===== config.mk =====
export PLATFORM = sky130hd
export DESIGN_NAME = instruction_parser
export DESIGN_NICKNAME = d
export VERILOG_FILES = /design/src/rtl/instruction_parser.sv
export SDC_FILE = /design/constraint.sdc
export NUM_CORES = 1
export LEC_CHECK = 0
export ABC_AREA = 1
export CAP_MARGIN = 25
export CORE_MARGIN = 2
export CORE_UTILIZATION = 50
export CTS_BUF_LIST = sky130_fd_sc_hd__clkbuf_8
export DETAILED_ROUTE_END_ITERATION = 12
export PLACE_DENSITY = 0.7
export SLEW_MARGIN = 10
export SYNTH_ARGS = -nofsm -noshare
export SYNTH_HDL_FRONTEND = slang
export SYNTH_SLANG_ARGS = --single-unit

===== constraint.sdc =====
create_clock -name clk -period 5.25 [get_ports clk]
set_input_delay 0.525 -clock clk [delete_from_list [all_inputs] [get_ports clk]]
set_output_delay 0.525 -clock clk [all_outputs]
set_load 0.05 [all_outputs]

===== src/rtl/instruction_parser.sv =====
// instruction_parser: turns the ASCII light-puzzle text into packed display
// instructions {op, start_row, start_col, end_row, end_col}. One completed
// instruction is held in reserve ("pend") so the output word can be tagged
// instr_last exactly, even when the text ends in blank lines.
//
// Handshakes: both ports are valid/ready. A transfer happens on a rising
// clock edge where valid && ready. A producer never drops valid or changes
// data/last while valid is high and ready is low. valid never waits on ready.
// in_ready is a function of registered state only.
module instruction_parser #(
    parameter int INSTRUCTION_WIDTH = 50,
    parameter int POSITION_BITS     = 12,
    parameter int ERROR_COUNT_WIDTH = 8
) (
    input  logic                         clk,
    input  logic                         reset_n,
    input  logic                         in_valid,
    output logic                         in_ready,
    input  logic [7:0]                   in_data,
    input  logic                         in_last,
    output logic                         instr_valid,
    input  logic                         instr_ready,
    output logic [INSTRUCTION_WIDTH-1:0] instr_data,
    output logic                         instr_last,
    output logic                         parse_done,
    output logic [ERROR_COUNT_WIDTH-1:0] error_count,
    output logic [1:0]                   dbg_state
);

    typedef enum logic [1:0] {
        SM_PARSE = 2'd0,
        SM_FLUSH = 2'd1,
        SM_DONE  = 2'd2
    } state_t;

    localparam logic [1:0] OP_TURN_OFF = 2'b00;
    localparam logic [1:0] OP_TOGGLE   = 2'b01;
    localparam logic [1:0] OP_TURN_ON  = 2'b11;

    localparam logic [7:0] CH_CR = 8'h0d;
    localparam logic [7:0] CH_NL = 8'h0a;
    localparam logic [7:0] CH_O  = 8'h6f;
    localparam logic [7:0] CH_N  = 8'h6e;
    localparam logic [7:0] CH_F  = 8'h66;

    state_t                         state_q, state_d;
    logic                           ready_en_q, ready_en_d;
    logic [2:0]                     idx_q, idx_d;
    logic [1:0]                     op_q, op_d;
    logic [POSITION_BITS-1:0]       acc_q, acc_d;
    logic                           in_num_q, in_num_d;
    logic [2:0]                     fcnt_q, fcnt_d;
    logic [POSITION_BITS-1:0]       fld_q [4];
    logic [POSITION_BITS-1:0]       fld_d [4];
    logic                           pend_valid_q, pend_valid_d;
    logic [INSTRUCTION_WIDTH-1:0]   pend_data_q, pend_data_d;
    logic                           out_valid_q, out_valid_d;
    logic [INSTRUCTION_WIDTH-1:0]   out_data_q, out_data_d;
    logic                           out_last_q, out_last_d;
    logic [ERROR_COUNT_WIDTH-1:0]   err_q, err_d;

    logic accept;
    logic is_cr;
    logic is_nl;
    logic is_digit;

    assign accept      = in_valid && in_ready;
    assign instr_valid = out_valid_q;
    assign instr_data  = out_data_q;
    assign instr_last  = out_last_q;
    assign error_count = err_q;

    // State register plus all datapath flops; everything clears on reset.
    always_ff @(posedge clk or negedge reset_n) begin
        if (!reset_n) begin
            state_q      <= SM_PARSE;
            ready_en_q   <= 1'b0;
            idx_q        <= '0;
            op_q         <= OP_TURN_OFF;
            acc_q        <= '0;
            in_num_q     <= 1'b0;
            fcnt_q       <= '0;
            fld_q        <= '{default: '0};
            pend_valid_q <= 1'b0;
            pend_data_q  <= '0;
            out_valid_q  <= 1'b0;
            out_data_q   <= '0;
            out_last_q   <= 1'b0;
            err_q        <= '0;
        end else begin
            state_q      <= state_d;
            ready_en_q   <= ready_en_d;
            idx_q        <= idx_d;
            op_q         <= op_d;
            acc_q        <= acc_d;
            in_num_q     <= in_num_d;
            fcnt_q       <= fcnt_d;
            fld_q        <= fld_d;
            pend_valid_q <= pend_valid_d;
            pend_data_q  <= pend_data_d;
            out_valid_q  <= out_valid_d;
            out_data_q   <= out_data_d;
            out_last_q   <= out_last_d;
            err_q        <= err_d;
        end
    end

    // Next state: last input byte starts the flush, flush ends once nothing is left.
    always_comb begin
        state_d = state_q;
        case (state_q)
            SM_PARSE: if (accept && in_last) state_d = SM_FLUSH;
            SM_FLUSH: if (!pend_valid_q && (!out_valid_q || instr_ready)) state_d = SM_DONE;
            SM_DONE:  state_d = SM_DONE;
            default:  state_d = SM_PARSE;
        endcase
    end

    // FSM outputs: input is accepted only while parsing and a completed line has a home.
    always_comb begin
        in_ready   = (state_q == SM_PARSE) && ready_en_q && !(out_valid_q && pend_valid_q);
        parse_done = (state_q == SM_DONE);
        dbg_state  = state_q;
    end

    // Byte parsing, line termination, reserve/output register movement.
    always_comb begin
        ready_en_d   = 1'b1;
        idx_d        = idx_q;
        op_d         = op_q;
        acc_d        = acc_q;
        in_num_d     = in_num_q;
        fcnt_d       = fcnt_q;
        fld_d        = fld_q;
        pend_valid_d = pend_valid_q;
        pend_data_d  = pend_data_q;
        out_valid_d  = out_valid_q;
        out_data_d   = out_data_q;
        out_last_d   = out_last_q;
        err_d        = err_q;

        is_cr    = (in_data == CH_CR);
        is_nl    = (in_data == CH_NL);
        is_digit = (in_data >= 8'h30) && (in_data <= 8'h39);

        // A downstream accept frees the output register before anything else lands.
        if (out_valid_q && instr_ready) begin
            out_valid_d = 1'b0;
            out_last_d  = 1'b0;
        end

        if (accept) begin
            // Op detection looks at fixed character positions within the line.
            if (!is_cr && !is_nl) begin
                if (idx_q == 3'd1 && in_data == CH_O) begin
                    op_d = OP_TOGGLE;
                end else if (idx_q == 3'd6 && op_q != OP_TOGGLE) begin
                    if (in_data == CH_N) op_d = OP_TURN_ON;
                    else if (in_data == CH_F) op_d = OP_TURN_OFF;
                end
                if (idx_q != 3'd7) idx_d = idx_q + 3'd1;
            end

            if (is_digit) begin
                acc_d    = (acc_q << 3) + (acc_q << 1)
                         + {{(POSITION_BITS-4){1'b0}}, in_data[3:0]};
                in_num_d = 1'b1;
            end else if (!is_cr && in_num_q) begin
                if (fcnt_q < 3'd4) fld_d[fcnt_q[1:0]] = acc_q;
                fcnt_d   = (fcnt_q == 3'd5) ? 3'd5 : fcnt_q + 3'd1;
                acc_d    = '0;
                in_num_d = 1'b0;
            end

            if (is_nl || in_last) begin
                // A number running into the end of the line still counts.
                if (in_num_d) begin
                    if (fcnt_d < 3'd4) fld_d[fcnt_d[1:0]] = acc_d;
                    fcnt_d = (fcnt_d == 3'd5) ? 3'd5 : fcnt_d + 3'd1;
                end
                if (idx_d != 3'd0) begin
                    if (fcnt_d == 3'd4) begin
                        // in_ready guarantees the output register is free when pend is full.
                        if (pend_valid_q) begin
                            out_valid_d = 1'b1;
                            out_data_d  = pend_data_q;
                            out_last_d  = 1'b0;
                        end
                        pend_valid_d = 1'b1;
                        pend_data_d  = {op_d, fld_d[0], fld_d[1], fld_d[2], fld_d[3]};
                    end else if (err_q != '1) begin
                        err_d = err_q + 1'b1;
                    end
                end
                idx_d    = '0;
                op_d     = OP_TURN_OFF;
                acc_d    = '0;
                in_num_d = 1'b0;
                fcnt_d   = '0;
                fld_d    = '{default: '0};
            end

            // Entering flush with nothing in reserve: the held word is the final one.
            if (in_last && !pend_valid_d && out_valid_d) out_last_d = 1'b1;
        end

        if (state_q == SM_FLUSH && pend_valid_q && (!out_valid_q || instr_ready)) begin
            out_valid_d  = 1'b1;
            out_data_d   = pend_data_q;
            out_last_d   = 1'b1;
            pend_valid_d = 1'b0;
        end
    end

endmodule


==> flow_summary.ini <==
[clock_tree]
cts-hold-fix-buffers = 0
h-tree-depth = 4
cts_tree = yes
clkSinkCount = 183
path_clk_slew_ns = 0.10
worst_skew_pair.late_latency_ns = 0.47
cts_buffers = 17
cts_resized = 0
cts_post_setup_buffers_inserted = 0
root_buffer = clkbuf_8
clockBufferDepth = 2

[sta]
rsz0062_at_grt = no
max_freq_mhz = 297
drv_slew = 0
finalHoldViolCount = 0
clock_skew_ns = 0.0143
finalSetupViolations = 0
totalNegativeSetupSlack_ns = 0
fin_crit_ns = 3.36
min_period_over_period = 0.640
maxSlewHeadroom = 0.342
worstMarginPinSlew_ns = 0.986

[floorplanning]
die-area_um2 = 19400
initial_core_util = 0.509
die_h_um = 139
coreArea_um2 = 18000
fp-row-count = 49
die_w_um = 139
io_pins = 77

[synthesis]
syn-num-nets = 1172
avgSynthCellArea_um2 = 8.08
synth-edff-count = 0
yosysSeqAreaShare = 0.501
synthArstFlopShare = 1.00
synth_commonest_cells = nand2_1, dfrtp_1, inv_1
syn-cell-area_um2 = 9140
yosysWarnings = 0
synth.area.top_cells = dfrtp_1, nand2_1, o21ai_0
yosysTopAreaCell = dfrtp_1
synth_cell_type_count = 39
ys_ff_latch = 183
syn_inst = 1131
post-synth-top-area-fraction = 0.501
yosysMostFrequentCell = nand2_1
synth_flop_cell = dfrtp_1

[finish]
syn_to_final_growth_pct = 13.7
antenna_cells = 0
n_fill_cell = 1656
regArea_um2 = 4580
finalInstanceArea_um2 = 10400
multi_input_area_um2 = 3900
final_nets = 1221
drive_gt1_frac = 0.0629

[worst_setup_path]
r2r-end = pend_data_q[25]
required_ns = 5.64
rr_worst_depth = 15
regToRegStartpoint = idx_q[0]
cp-startpoint = in_data[3]
critPathCaptureType = flop
cp-endpoint = pend_data_q[25]
start_kind = primary input
cp_max_fo = 57
critPathKind = in -> reg
cp.arrival_ns = 3.75
rrSetupSlack_ns = 2.35

[global_route]
grt_pass1_vias = 6947
grt_usage = 0.232
grt.overflow.total = 0
grt_max_degree = 184
antenna_found_initial = 0
grt_pass1_wl_mm = 36.4

[placed_design]
hpwl_mm = 14.8
portBuffers = 76
gp_congestion = 0.903
placed_area_um2 = 9980

[pwr]
seqPwrFrac = 0.417
clock_power_share = 0.213
powerDensity_nw_per_um2 = 441
leakage_nw = 5.31
ir_drop_v = 0.000332
cell_internal_pwr_mw = 2.70
comb_power_share = 0.370
p_switching_mw = 1.88
switching_share = 0.410

[run]
maxCapViolations = 0

[drt]
routed_wl_mm = 21.7
post-route-drc-count = 0
num_vias = 7585
wl_per_cell_um = 15.3
drtPass1Iterations = 5
viasPerCell = 5.33
drtIter0Drc = 654
drtAntennaViolNets = 0

[outcome]
status = completed

[worst_hold_path]
hold_path_class = in -> async
[power by group through the flow]
stage | Sequential (mW) | Combinational (mW) | Clock, mW
3_3_place_gp | 1.94 | 1.66 | 0
4_1_cts | 1.91 | 1.70 | 0.991
3_5_place_dp | 1.94 | 1.69 | 0
6_report | 1.91 | 1.70 | 0.975
5_1_grt | 1.95 | 1.90 | 1.05
2_1_floorplan | 2.11 | 0.978 | 0
[worst max-delay path, cell delays in order]
cell and delay, ns:
clkdlybuf4s50_1 0.58, o21ai_1 0.11, nand2_2 0.30, inv_1 0.27, nand2_1 0.11, nand2_1 0.11
nand3_2 0.26, nand2_2 0.16, nand2_2 0.51, buf_4 0.55, nand2_1 0.13, o21ai_1 0.10
[state kept, by name (all words and copies together), names as in the netlist]
register	cells
pend_valid_q	1
instr_last	1
fcnt_q	3
ready_en_q	1
acc_q	12
idx_q	3
op_q	2
instr_valid	1
instr_data	50
in_num_q	1
error_count	8
fld_q	48
dbg_state	2
pend_data_q	50
[worst min path at each step]
| stage | from | endpoint | slack, ns | cells past startpoint |
|---|---|---|---|---|
| detailed placement | pend_data_q[29] | instr_data[29] | 0.45 | 2 |
| global placement | pend_data_q[18] | instr_data[18] | 0.46 | 2 |
| finish | reset_n | instr_data[30] | 0.22 | 2 |
| floorplan | reset_n | acc_q[0] | 0.23 | 0 |
| CTS | reset_n | instr_data[31] | 0.27 | 2 |
| global route | reset_n | instr_data[30] | 0.27 | 2 |
[cell usage in the layout (no fill, tap or decap), types with 8 or more instances in the layout]
master and instances:
a21oi_1 17, o21ai_1 38, clkdlybuf4s50_1 75, clkbuf_8 17, nand2_1 383, a22o_1 10, nand3_1 81, o21ai_0 85
dfrtp_1 183, o22ai_1 41, buf_4 8, nand2_2 8, nor3_1 11, ha_1 26, nor2_1 46, inv_1 92
[metal layers]
| metal | share of wire | track usage | wire length, um | up-vias |
|---|---|---|---|---|
| met5 | 0 | 0 | 0 | - |
| met4 | 0.020 | 0.0734 | 438 | 0 |
| met3 | 0.060 | 0.0515 | 1310 | 29 |
| met2 | 0.43 | 0.338 | 9310 | 237 |
| met1 | 0.49 | 0.347 | 10600 | 3533 |
| li1 | - | - | - | 3786 |
[cell families after synthesis]
| kind of cell | count (synthesis) | share of synthesized area |
|---|---|---|
| DFF | 183 | 0.501 |
| and+or+nand+nor | 554 | 0.255 |
| AOI/OAI and AO/OA | 200 | 0.122 |
| adders and majority gates | 28 | 0.0400 |
| buffers and inverters | 155 | 0.0723 |
| xor gates and xnor gates | 10 | 0.00959 |
| other | 1 | 0.000410 |
[final cells by class]
class,instances,share of cell area
sequential,183,0.441
multi-input combinational,793,0.376
timing repair buffer,85,0.0811
inverter,100,0.0361
tap,229,0.0276
clock buffer,17,0.0225
clock inverter,15,0.0160
[metrics by stage]
step	total power, mW	utilization	hold WS, ns	std cells	worst slack [ns]
final	4.58	0.578	0.224	1422	1.89
after global routing	4.89	0.578	0.274	1422	1.47
after CTS	4.60	0.578	0.274	1422	1.93
after detailed placement	3.63	0.556	0.452	1390	1.43
after global placement	3.60	0.556	0.457	1390	1.52
after floorplan	3.09	-	0.229	1131	2.26
Note: power is estimated with default switching activity, not from simulation.
